**src/rtl/alu_mul_seq.sv**
```systemverilog
// alu_mul_seq: 8x8 unsigned shift-add multiplier that borrows the shared
// 8-bit combinational ALU (no hardware multiplier) for its additions and
// shifts. While Busy is high the external ALU mux routes AluA/AluB/AluOp
// from this block, and AluOut comes straight back in the same cycle.
module alu_mul_seq #(
  parameter logic [3:0] OP_ADD = 4'b0000,
  parameter logic [3:0] OP_SHR = 4'b0101,
  parameter int         ITER   = 8
) (
  input  logic        Clk,
  input  logic        Reset_n,
  input  logic        Start,
  input  logic        Abort,
  input  logic [7:0]  InA,
  input  logic [7:0]  InB,
  output logic [7:0]  AluA,
  output logic [7:0]  AluB,
  output logic [3:0]  AluOp,
  input  logic [7:0]  AluOut,
  output logic        Busy,
  output logic        Done,
  output logic [15:0] Product
);

  typedef enum logic [1:0] {
    S_IDLE  = 2'd0,
    S_ADD   = 2'd1,
    S_SHIFT = 2'd2,
    S_DONE  = 2'd3
  } state_t;

  localparam logic [2:0] CNT_LAST = 3'(ITER - 1);

  state_t      state;
  state_t      state_next;
  logic [7:0]  Mcand;
  logic [7:0]  Hi;
  logic [7:0]  Lo;
  logic        Carry;
  logic [2:0]  Cnt;

  // The ALU adds without carry-out, so an unsigned wrap shows up as the
  // sum being smaller than the value it started from.
  function automatic logic add_wrapped(input logic [7:0] sum,
                                       input logic [7:0] base);
    return (sum < base);
  endfunction

  // State register.
  always_ff @(posedge Clk or negedge Reset_n) begin
    if (!Reset_n) begin
      state <= S_IDLE;
    end else begin
      state <= state_next;
    end
  end

  // Next-state decode plus combinational ALU drive, Busy and Done.
  always_comb begin
    state_next = state;
    AluA       = 8'd0;
    AluB       = 8'd0;
    AluOp      = OP_ADD;
    Busy       = 1'b0;
    Done       = 1'b0;
    case (state)
      S_IDLE: begin
        if (Start) begin
          state_next = S_ADD;
        end
      end
      S_ADD: begin
        Busy       = 1'b1;
        AluA       = Hi;
        AluB       = Mcand;
        AluOp      = OP_ADD;
        // The add cycle always runs, even when Lo[0]=0, so latency is fixed.
        state_next = Abort ? S_IDLE : S_SHIFT;
      end
      S_SHIFT: begin
        Busy  = 1'b1;
        AluA  = Hi;
        AluOp = OP_SHR;
        if (Abort) begin
          state_next = S_IDLE;
        end else if (Cnt == CNT_LAST) begin
          state_next = S_DONE;
        end else begin
          state_next = S_ADD;
        end
      end
      S_DONE: begin
        Busy       = 1'b1;
        // An abort in the final cycle suppresses the completion pulse.
        Done       = ~Abort;
        state_next = S_IDLE;
      end
      default: begin
        state_next = S_IDLE;
      end
    endcase
  end

  // Datapath: operand capture, partial-product accumulate, shift, and result.
  always_ff @(posedge Clk or negedge Reset_n) begin
    if (!Reset_n) begin
      Mcand   <= 8'd0;
      Hi      <= 8'd0;
      Lo      <= 8'd0;
      Carry   <= 1'b0;
      Cnt     <= 3'd0;
      Product <= 16'd0;
    end else begin
      case (state)
        S_IDLE: begin
          if (Start) begin
            Mcand <= InA;
            Lo    <= InB;
            Hi    <= 8'd0;
            Carry <= 1'b0;
            Cnt   <= 3'd0;
          end
        end
        S_ADD: begin
          if (!Abort) begin
            if (Lo[0]) begin
              Hi    <= AluOut;
              Carry <= add_wrapped(AluOut, Hi);
            end else begin
              Carry <= 1'b0;
            end
          end
        end
        S_SHIFT: begin
          if (!Abort) begin
            // The carry from the add re-enters as bit 7 of the shifted Hi,
            // and Hi's outgoing LSB moves into the top of Lo.
            Hi    <= {Carry, AluOut[6:0]};
            Lo    <= {Hi[0], Lo[7:1]};
            Carry <= 1'b0;
            Cnt   <= Cnt + 3'd1;
          end
        end
        S_DONE: begin
          if (!Abort) begin
            Product <= {Hi, Lo};
          end
        end
        default: begin
        end
      endcase
    end
  end

endmodule

```
**config.mk**
```make
export PLATFORM = sky130hd
export DESIGN_NAME = alu_mul_seq
export DESIGN_NICKNAME = d
export VERILOG_FILES = /design/src/rtl/alu_mul_seq.sv
export SDC_FILE = /design/constraint.sdc
export NUM_CORES = 1
export LEC_CHECK = 0
export CAP_MARGIN = 30
export CORE_MARGIN = 10
export CORE_UTILIZATION = 28
export CTS_BUF_LIST = sky130_fd_sc_hd__clkbuf_4 sky130_fd_sc_hd__clkbuf_8 sky130_fd_sc_hd__clkbuf_16
export CTS_CLUSTER_DIAMETER = 120
export DETAILED_ROUTE_END_ITERATION = 12
export GPL_ROUTABILITY_DRIVEN = 0
export RECOVER_POWER = 25
export SETUP_SLACK_MARGIN = 0.2
export SYNTH_ARGS = -nofsm -noshare
export SYNTH_HDL_FRONTEND = slang
export SYNTH_SLANG_ARGS = --single-unit
```
**constraint.sdc**
```tcl
create_clock -name Clk -period 1.7 [get_ports Clk]
set_input_delay 0.34 -clock Clk [delete_from_list [all_inputs] [get_ports Clk]]
set_output_delay 0.34 -clock Clk [all_outputs]
set_load 0.01 [all_outputs]
```
==> impl_metrics.json, run 1 <==
{
  "core_area_um2": 8260,
  "cap_violations": 0,
  "layout-area-overhead-vs-synth_pct": 70.9,
  "timing.rr.start": "state[1]",
  "seq_power_share_pct": 26.0,
  "run_status": "complete, but fails checks",
  "placement_rows": 33,
  "timing_max_transition_violations_final": 0,
  "tritoncts_num_sinks": 46,
  "syn_inst": 221,
  "net_sw_share_pct": 37.1,
  "num_vias": 2019,
  "number_of_distinct_library_cells_after_synthesis": 35,
  "reg2reg_to": "Hi[1]",
  "track_usage_pct": 11.1,
  "timing.critical_path.arrival_ps": 2040,
  "min-delay-start": "Product[12]",
  "drc": 0,
  "insertedDiodeCount": 0,
  "cts.reportedPaths.clkPinSlew_ps": 80,
  "post_synth.cell_area_avg_um2": 10.8,
  "initial_core_util_pct": 28.8,
  "timing.hold.ws_ps": 492,
  "worstSetupStartpointType": "register",
  "place_inst": 397,
  "netlist.area_leader.share_pct": 48.3,
  "setup_viol_count_final": 35,
  "synth-seq-area-share_pct": 48.3,
  "clk_root_buffer_cell": "sky130_fd_sc_hd__clkbuf_8",
  "syn-cell-area_um2": 2380,
  "detailedRoute.firstPassIterationCount": 4,
  "violations": "negative setup slack",
  "global_route_wire_length_before_repair_mm": 11.7,
  "floorplan.io_pins": 66,
  "preCtsSetupSlack_ps": -172,
  "drive_gt1_share_pct": 44.6,
  "cts-htree-levels": 2,
  "fin_util_pct": 49.3,
  "die_width_um": 112,
  "rsz0062_at_grt": "yes",
  "cell_internal_pwr_w": 0.00455,
  "drt-total-wl_mm": 7.32,
  "final-instance-count-excl-fill": 439,
  "ctsLongestPathBuffers": 2,
  "grt_overflow_total": 0,
  "power.total_w": 0.00723,
  "peak_supply_drop_uv": 571,
  "yosysTopAreaCell": "sky130_fd_sc_hd__dfrtp_1",
  "layout.cells.most_common": "sky130_fd_sc_hd__dfrtp_1",
  "r2r.worst_path.cells": 10,
  "detail_route.wl_per_cell_um": 16.7,
  "ant_nets": 0,
  "tritoncts": "yes",
  "power_per_cell_area_nw_per_um2": 1780,
  "maximum_number_of_pins_on_one_net_before_global_route_repair": 20,
  "synth.ff_latch_count": 46,
  "critical_path.startpoint": "state[1]",
  "asyncSetResetFlopFracSynth_pct": 100,
  "hold_viol_final": 0,
  "port-buffer-count": 63,
  "drt_first_iter_violations": 42,
  "area.sequential_um2": 1150,
  "worstPathRequired_ps": 1920,
  "r2r_setup_slack_ps": -110,
  "clock_latency_on_the_worst_skew_pair_ps": 300,
  "final_period_minus_worst_setup_slack_ps": 1810,
  "via_count_of_the_first_global_routing_pass": 2233,
  "worst_slack_ps": -114,
  "fillers": 752,
  "multiInputGateArea_um2": 1390,
  "yosysWarningCount": 0,
  "synthFlopType": "sky130_fd_sc_hd__dfrtp_1",
  "setup.worst_path.end": "Hi[1]",
  "cp_max_fo": 8,
  "synth_enable_flop_cells": 0,
  "max_freq_mhz": 551,
  "setup.worst_path.class": "reg2reg",
  "final_net_count": 378,
  "part_of_the_total_power_dissipated_in_the_clock_network_pct": 9.3,
  "tritoncts.num_buffers": 5,
  "synth.top_cells.by_area": "sky130_fd_sc_hd__dfrtp_1, sky130_fd_sc_hd__ha_1, sky130_fd_sc_hd__mux2i_1, sky130_fd_sc_hd__mux2_2, sky130_fd_sc_hd__and2_1",
  "period_share_pct": 107,
  "routed_via_density": 4.60,
  "p_leak_nw": 1.86,
  "die_y_um": 112,
  "comb_power_share_pct": 64.7,
  "worst_hold_path_class": "reg2reg",
  "dieArea_um2": 12600,
  "final.setup_skew_ps": 3.29,
  "number_of_antenna_violations_at_the_first_check_in_global_routing": 0,
  "critical_path.endpoint_type": "register",
  "final_cell_mix": "sky130_fd_sc_hd__dfrtp_1, sky130_fd_sc_hd__buf_6, sky130_fd_sc_hd__clkdlybuf4s50_1, sky130_fd_sc_hd__nand2_1, sky130_fd_sc_hd__buf_4",
  "hpwl_reported_at_the_end_of_detailed_placement_mm": 4.60,
  "power.net_switching_w": 0.00268
}
==> Yosys cell counts (all sizes together), types with 2 or more instances <==
cell type,instances
nor2b,4
nor2,10
o21ai,16
a22oi,2
dfrtp,46
a211oi,2
o21a,2
a22o,2
clkbuf,2
inv,14
o31ai,2
nand3b,2
ha,15
nand2,25
a21oi,12
mux2i,17
mux2,15
buf,8
and2,16
==> metal layers <==
| layer | vias to the layer above | track usage (%) | wire, um |
|---|---|---|---|
| li1 | 979 | - | - |
| met1 | 990 | 12.9 | 3200 |
| met2 | 45 | 19.4 | 3750 |
| met3 | 5 | 2.98 | 311 |
| met4 | 0 | 3.47 | 60 |
| met5 | - | 0 | 0 |
==> how the worst min path moves through the flow <==
stage	to	slack [ps]	cells after the start
CTS	Carry	490	2
floorplan	Carry	40	0
detailed placement	Mcand[0]	330	1
global route	Mcand[7]	510	1
finish	Product[12]	490	2
global placement	Mcand[0]	330	1
==> logic make-up after synthesis <==
logic type,share of synthesized area (%)
AO/OA/AOI/OAI,11.5
adder cells (fa/ha/maj),7.88
AND/OR/NAND/NOR,13.0
buffers and inverters,4.89
other,0.157
flip-flops,48.3
multiplexers,14.2
==> power by group through the flow <==
stage	registers (W)	logic, W	clock network (W)
after global placement	0.00183	0.00317	0
after detailed placement	0.00184	0.00323	0
after floorplan	0.00186	0.00168	0
final	0.00188	0.00468	0.000673
after global routing	0.00195	0.00503	0.000749
after CTS	0.00186	0.00411	0.000711
==> state kept, by name (all words and copies together) (netlist names) <==
| name | count |
|---|---|
| Carry | 1 |
| Cnt | 3 |
| Hi | 8 |
| Lo | 8 |
| Mcand | 8 |
| Product | 16 |
| state | 2 |
==> through the flow <==
step	area, um2	TNS (ps)
CTS	3770	-933
global placement	3300	-2910
floorplan	2420	0
finish	4070	-2250
detailed placement	3300	-3090
global route	4070	-4920
==> cell type report <==
| class | count | share of cell area [%] |
|---|---|---|
| clock buffer | 6 | 2.03 |
| inverter | 14 | 1.29 |
| multi-input combinational | 152 | 34.2 |
| sequential | 46 | 28.3 |
| tap | 105 | 3.23 |
| timing repair buffer | 116 | 30.9 |
==> critical path, stage by stage (launching register included) <==
cell and delay, ps:
sky130_fd_sc_hd__dfrtp_1 370, sky130_fd_sc_hd__inv_2 70, sky130_fd_sc_hd__buf_6 130, sky130_fd_sc_hd__ha_4 170
sky130_fd_sc_hd__buf_6 130, sky130_fd_sc_hd__buf_6 120, sky130_fd_sc_hd__o21ai_4 140, sky130_fd_sc_hd__nand3b_4 110
sky130_fd_sc_hd__a21oi_4 150, sky130_fd_sc_hd__buf_12 150, sky130_fd_sc_hd__mux2i_1 190
==> what timing repair did <==
action,4_1_cts,5_1_grt
pin swaps,13,6
buffers inserted,16,15
gates cloned,3,1
hold buffers,1,0
setup endpoints to repair,62,49
endpoints found under the hold margin,17,0
gates resized for setup,166,49
Power figures use the tool's default switching activity.
==> run 2: changes to the inputs <==
--- a/config.mk
+++ b/config.mk
@@ -9,7 +9,7 @@
 export CORE_MARGIN = 10
 export CORE_UTILIZATION = 28
 export CTS_BUF_LIST = sky130_fd_sc_hd__clkbuf_4 sky130_fd_sc_hd__clkbuf_8 sky130_fd_sc_hd__clkbuf_16
-export CTS_CLUSTER_DIAMETER = 120
+export CTS_CLUSTER_DIAMETER = 30
 export DETAILED_ROUTE_END_ITERATION = 12
 export GPL_ROUTABILITY_DRIVEN = 0
 export RECOVER_POWER = 25
@@ -17,3 +17,4 @@
 export SYNTH_ARGS = -nofsm -noshare
 export SYNTH_HDL_FRONTEND = slang
 export SYNTH_SLANG_ARGS = --single-unit
+export TNS_END_PERCENT = 20
==> run 2 against run 1 <==
- the flow still finishes with violations (negative setup slack)
- critical path depth is 4 lower
- first-iteration DRC count is 26% lower
- final area is 9.2% lower
- register-to-register slack better by 100 ps
==> impl_metrics.json, run 2 (synthesis gave the netlist of run 1 again) <==
{
  "hpwl_reported_at_the_end_of_detailed_placement_mm": 4.47,
  "critical_path.endpoint_type": "output pin",
  "critical_path_buf_inv_count": 4,
  "layout-area-overhead-vs-synth_pct": 55.2,
  "timing_max_transition_violations_final": 0,
  "violations": "negative setup slack",
  "final_design_area_no_fill_um2": 3690,
  "initial_core_util_pct": 28.8,
  "ctsLongestPathBuffers": 2,
  "via_count_of_the_first_global_routing_pass": 1991,
  "fin_util_pct": 44.7,
  "largest_register_ffs": 16,
  "hold_viol_final": 0,
  "timing.critical_path.arrival_ps": 1390,
  "setup_viol_count_final": 17,
  "tritoncts": "yes",
  "cap_violations": 0,
  "num_vias": 1909,
  "die_y_um": 112,
  "setup.worst_path.class": "reg2out",
  "final_cell_mix": "sky130_fd_sc_hd__dfrtp_1, sky130_fd_sc_hd__buf_6, sky130_fd_sc_hd__clkdlybuf4s50_1, sky130_fd_sc_hd__nand2_1, sky130_fd_sc_hd__buf_4",
  "number_of_antenna_violations_at_the_first_check_in_global_routing": 0,
  "track_usage_pct": 9.72,
  "timing.hold.ws_ps": 361,
  "clock_latency_on_the_worst_skew_pair_ps": 300,
  "period_share_pct": 102,
  "core_area_um2": 8260,
  "net_sw_share_pct": 36.5,
  "die_width_um": 112,
  "placement_rows": 33,
  "run_status": "complete, but fails checks",
  "part_of_the_total_power_dissipated_in_the_clock_network_pct": 10.8,
  "drive_gt1_share_pct": 39.1,
  "drt-total-wl_mm": 6.43,
  "worst_slack_ps": -34.3,
  "worstPathRequired_ps": 1360,
  "cts.reportedPaths.clkPinSlew_ps": 80,
  "dieArea_um2": 12600,
  "routed_via_density": 4.52,
  "final.setup_skew_ps": 4.87,
  "final-instance-count-excl-fill": 422,
  "place_inst": 400,
  "grt_overflow_total": 0,
  "detail_route.wl_per_cell_um": 15.2,
  "tritoncts_num_sinks": 46,
  "cell_family_contributing_the_most_delay_on_the_critical_path": "buffers and inverters",
  "global_route_wire_length_before_repair_mm": 10.3,
  "cell_internal_pwr_w": 0.00421,
  "max_freq_mhz": 577,
  "insertedDiodeCount": 0,
  "port-buffer-count": 63,
  "power.net_switching_w": 0.00243,
  "comb_power_share_pct": 61.3,
  "fillers": 813,
  "peak_supply_drop_uv": 669,
  "largest-register": "Product",
  "slew_headroom_pct": 20.9,
  "p_leak_nw": 1.70,
  "clk_root_buffer_cell": "sky130_fd_sc_hd__clkbuf_8",
  "tritoncts.num_buffers": 5,
  "drt_first_iter_violations": 31,
  "rsz0062_at_grt": "yes",
  "crit_top_cell": "sky130_fd_sc_hd__buf_6",
  "detailedRoute.firstPassIterationCount": 3,
  "final_period_minus_worst_setup_slack_ps": 1730,
  "worst_path_max_delay_cell": "sky130_fd_sc_hd__dfrtp_1",
  "crit_path_cell_trace": "inv_2 > buf_6 > ha_4 > buf_6 > and2_4 > buf_6",
  "final_net_count": 359,
  "cp_max_fo": 4,
  "hold_buffers": 0,
  "worst_hold_path_class": "in2async",
  "floorplan.io_pins": 66,
  "worstSetupStartpointType": "register",
  "worst_margin_pin_slew_ps": 1190,
  "dpl-instance-area_um2": 3300,
  "preCtsSetupSlack_ps": -178,
  "power_per_cell_area_nw_per_um2": 1800,
  "worst_path_largest_cell_delay_ps": 400,
  "drc": 0,
  "cts-htree-levels": 2,
  "ant_nets": 0,
  "layout.cells.most_common": "sky130_fd_sc_hd__dfrtp_1",
  "maximum_number_of_pins_on_one_net_before_global_route_repair": 47,
  "seq_power_share_pct": 27.9
}
run 2: cell types whose count changed in the layout (fill, tap and decap cells not counted), sizes merged:
cell         change
buf             -16
bufbuf           -1
clkinv           +1
dlygate4sd3      -1
run 2: worst register-to-register path, cell delays in order (launching register included):
cell and delay [ps]:
sky130_fd_sc_hd__dfrtp_1 390, sky130_fd_sc_hd__buf_4 160, sky130_fd_sc_hd__ha_4 180, sky130_fd_sc_hd__buf_8 130
sky130_fd_sc_hd__o21ai_4 160, sky130_fd_sc_hd__nand3b_4 110, sky130_fd_sc_hd__a21oi_4 150, sky130_fd_sc_hd__buf_6 150
sky130_fd_sc_hd__mux2i_1 220
run 2: worst paths after layout:
kind	depth (start not counted)	to	slack (ps)	from
max	6	AluB[4]	-30	state[1]
min	2	Product[2]	360	Reset_n
max in group asynchronous	2	state[1]	620	Reset_n
min reg2reg	2	Product[12]	480	Product[12]
min in group Clk	2	Product[12]	480	Product[12]
max reg2reg	8	Hi[3]	-10	state[0]
run 2: power groups by stage:
| stage | combinational (W) | clock [W] | sequential [W] |
|---|---|---|---|
| 2_1_floorplan | 0.00167 | 0 | 0.00186 |
| 3_3_place_gp | 0.00314 | 0 | 0.00184 |
| 3_5_place_dp | 0.00317 | 0 | 0.00185 |
| 4_1_cts | 0.00325 | 0.000756 | 0.00183 |
| 5_1_grt | 0.00445 | 0.000792 | 0.00191 |
| 6_report | 0.00407 | 0.000720 | 0.00185 |
run 2: cell type report:
class / count / area, um2 / area share [%]
Multi-Input combinational cell: 152 / 1290 / 35.0
Sequential cell: 46 / 1150 / 31.2
Timing Repair Buffer: 97 / 972 / 26.3
Tap cell: 105 / 131 / 3.56
Clock buffer: 7 / 90.1 / 2.44
Inverter: 14 / 52.6 / 1.42
Clock inverter: 1 / 5.00 / 0.135
run 2: timing repair:
action | in CTS | in global routing
resized for setup | 118 | 58
buffers inserted | 3 | 10
cloned | 0 | 1
setup endpoints to repair | 61 | 48
pin swaps | 6 | 17
run 2: routing by layer:
layer	routed length [um]	vias to the layer above	GRT usage [%]	part of all wire (%)
met5	0	-	0	0
met4	47	0	2.03	0.73
met3	338	6	3.09	5.3
met2	3110	41	15.8	48
met1	2930	925	12.3	46
li1	-	937	-	-
run 2: through the flow:
| step | total power [W] | TNS [ps] |
|---|---|---|
| 4_1_cts | 0.00584 | -358 |
| 6_report | 0.00664 | -323 |
| 5_1_grt | 0.00715 | -1720 |
| 2_1_floorplan | 0.00354 | 0 |
| 3_3_place_gp | 0.00498 | -3580 |
| 3_5_place_dp | 0.00502 | -4060 |
==> run 3: changes to the inputs <==
--- a/config.mk
+++ b/config.mk
@@ -7,11 +7,13 @@
 export LEC_CHECK = 0
 export CAP_MARGIN = 30
 export CORE_MARGIN = 10
-export CORE_UTILIZATION = 28
+export CORE_UTILIZATION = 43
 export CTS_BUF_LIST = sky130_fd_sc_hd__clkbuf_4 sky130_fd_sc_hd__clkbuf_8 sky130_fd_sc_hd__clkbuf_16
 export CTS_CLUSTER_DIAMETER = 30
 export DETAILED_ROUTE_END_ITERATION = 12
 export GPL_ROUTABILITY_DRIVEN = 0
+export GPL_TIMING_DRIVEN = 0
+export PLACE_DENSITY = 0.76
 export RECOVER_POWER = 25
 export SETUP_SLACK_MARGIN = 0.2
 export SYNTH_ARGS = -nofsm -noshare
==> run 3 against run 2 <==
- the run still ends with negative setup slack left
- wire length shrank 5.8%
- utilization up 20 points
- non-clock buffer count decreased by 7
- hold slack better by 120 ps
- power is 6.4% lower
- critical path depth stayed put
- combinational power decreased by 10%
- maximum frequency down 7.9%
- largest cell class unchanged
==> impl_metrics.json, run 3 (synthesis gave the netlist of run 1 again) <==
{
  "num_vias": 1892,
  "timing_max_transition_violations_final": 0,
  "detail_route.wl_per_cell_um": 15.9,
  "r2r_setup_slack_ps": -130,
  "rsz0062_at_grt": "yes",
  "fillers": 454,
  "tritoncts.num_buffers": 5,
  "max_freq_mhz": 531,
  "worstSetupStartpointType": "register",
  "timing.critical_path.arrival_ps": 1540,
  "drive_gt1_share_pct": 32.3,
  "via_count_of_the_first_global_routing_pass": 2066,
  "final_period_minus_worst_setup_slack_ps": 1880,
  "setup_total_negative_slack_ps": -2720,
  "cts-htree-levels": 2,
  "grt_overflow_total": 0,
  "hold_depth": 2,
  "track_usage_pct": 14.0,
  "slew_headroom_pct": 41.3,
  "cts.reportedPaths.clkPinSlew_ps": 90,
  "die_width_um": 94.4,
  "timing.rr.start": "state[0]",
  "largest_register_ffs": 16,
  "initial_core_util_pct": 43.8,
  "tritoncts_num_sinks": 46,
  "cell_family_contributing_the_most_delay_on_the_critical_path": "buffers and inverters",
  "violations": "negative setup slack",
  "floorplan.io_pins": 66,
  "min-delay-start": "Product[12]",
  "run_status": "complete, but fails checks",
  "final_cell_mix": "sky130_fd_sc_hd__dfrtp_1, sky130_fd_sc_hd__clkdlybuf4s50_1, sky130_fd_sc_hd__nand2_1, sky130_fd_sc_hd__buf_6, sky130_fd_sc_hd__dlygate4sd2_1",
  "worst_slack_ps": -184,
  "final.setup_skew_ps": 8.37,
  "core_area_um2": 5440,
  "preCtsSetupSlack_ps": -568,
  "cap_violations": 0,
  "power_per_cell_area_nw_per_um2": 1760,
  "global_route_wire_length_before_repair_mm": 10.1,
  "ant_nets": 0,
  "reg2reg_to": "Hi[6]",
  "holdPathEnd": "Product[12]",
  "worst_margin_pin_slew_ps": 881,
  "maximum_number_of_pins_on_one_net_before_global_route_repair": 32,
  "detailedRoute.firstPassIterationCount": 4,
  "final_net_count": 352,
  "r2r.worst_path.cells": 9,
  "ctsLongestPathBuffers": 2,
  "worst_path_max_delay_cell": "sky130_fd_sc_hd__dfrtp_2",
  "worst_path_largest_cell_delay_ps": 460,
  "crit_path_cell_trace": "buf_6 > buf_12 > ha_4 > buf_8 > and2_4 > buf_6",
  "clk_root_buffer_cell": "sky130_fd_sc_hd__clkbuf_8",
  "critical_path_buf_inv_count": 4,
  "port-buffer-count": 62,
  "layout.cells.most_common": "sky130_fd_sc_hd__dfrtp_1",
  "drc": 0,
  "timing.hold.ws_ps": 481,
  "period_share_pct": 111,
  "drt-total-wl_mm": 6.06,
  "hold_viol_final": 0,
  "p_leak_nw": 1.65,
  "drt_first_iter_violations": 47,
  "tritoncts": "yes",
  "crit_cells": 6,
  "worstPathRequired_ps": 1360,
  "layout-area-overhead-vs-synth_pct": 48.3,
  "setup_viol_count_final": 22,
  "setup.worst_path.class": "reg2out",
  "clock_latency_on_the_worst_skew_pair_ps": 300,
  "power.total_w": 0.00621,
  "die_y_um": 94.4,
  "worst_hold_path_class": "reg2reg",
  "critical_path.endpoint_type": "output pin",
  "peak_supply_drop_uv": 875,
  "insertedDiodeCount": 0,
  "number_of_antenna_violations_at_the_first_check_in_global_routing": 0,
  "largest-register": "Product",
  "crit_top_cell": "sky130_fd_sc_hd__buf_6",
  "cp_max_fo": 5,
  "dieArea_um2": 8910,
  "hpwl_reported_at_the_end_of_detailed_placement_mm": 4.27,
  "placement_rows": 27,
  "routed_via_density": 4.95
}
==> run 3: cell types whose count changed in the layout (fill, tap and decap cells not counted), sizes merged <==
cell           delta
clkdlybuf4s50     -1
buf               -8
dlygate4sd3       +1
clkbuf            -2
inv               +3
clkinv            -1
dlygate4sd2       +1
==> run 3: power by group <==
part / internal (W) / leakage, nW / switching [W]
sequential: 0.00157 / 0.577 / 0.000283
combinational: 0.00201 / 1.02 / 0.00164
clock: 0.000306 / 0.0495 / 0.000415
total: 0.00388 / 1.65 / 0.00233
==> run 3: worst max path at each step <==
stage	startpoint	to
finish	state[0]	AluB[3]
CTS	state[0]	AluB[0]
floorplan	state[1]	Lo[5]
global route	state[0]	Done
detailed placement	state[1]	Done
global placement	Reset_n	Mcand[0]
==> run 3: area by class of cell <==
class,count,area (um2),area share [%]
buffer,10,113,3.19
clock buffer,5,68.8,1.95
clock inverter,3,26.3,0.744
inverter,14,55.1,1.56
multi-input combinational,152,1260,35.6
sequential,46,1150,32.6
tap,72,90.1,2.55
timing repair buffer,80,771,21.8
==> run 3: worst reg2reg max path: cells and delay by family, from the launching register on <==
family / cells / cell delay (ps)
AOI/OAI and AO/OA: 2 / 280
adders and majority gates: 1 / 170
buffers and inverters: 4 / 540
DFF: 1 / 460
muxes: 1 / 210
and+or+nand+nor: 1 / 100
==> run 3: metrics by stage <==
| step | std cells | area (um2) | utilization (%) |
|---|---|---|---|
| 2_1_floorplan | 222 | 2420 | - |
| 3_3_place_gp | 356 | 3130 | 57.5 |
| 3_5_place_dp | 357 | 3140 | 57.8 |
| 4_1_cts | 381 | 3440 | 63.2 |
| 5_1_grt | 382 | 3530 | 64.9 |
| 6_report | 382 | 3530 | 64.9 |
==> run 3: metal layers <==
layer	GRT usage (%)	up-vias	wire length (um)
met2	22.9	42	2950
met5	0	-	0
met4	5.32	0	116
met3	3.97	10	294
li1	-	927	-
met1	16.9	913	2690
==> run 3: repair_timing <==
action | in CTS | in global routing
pin swaps | 13 | 3
setup endpoints to repair | 75 | 51
setup buffers | 14 | 1
cloned | 1 | 0
endpoints found under the hold margin | 15 | 0
gates resized for setup | 129 | 28
hold buffers | 1 | 0
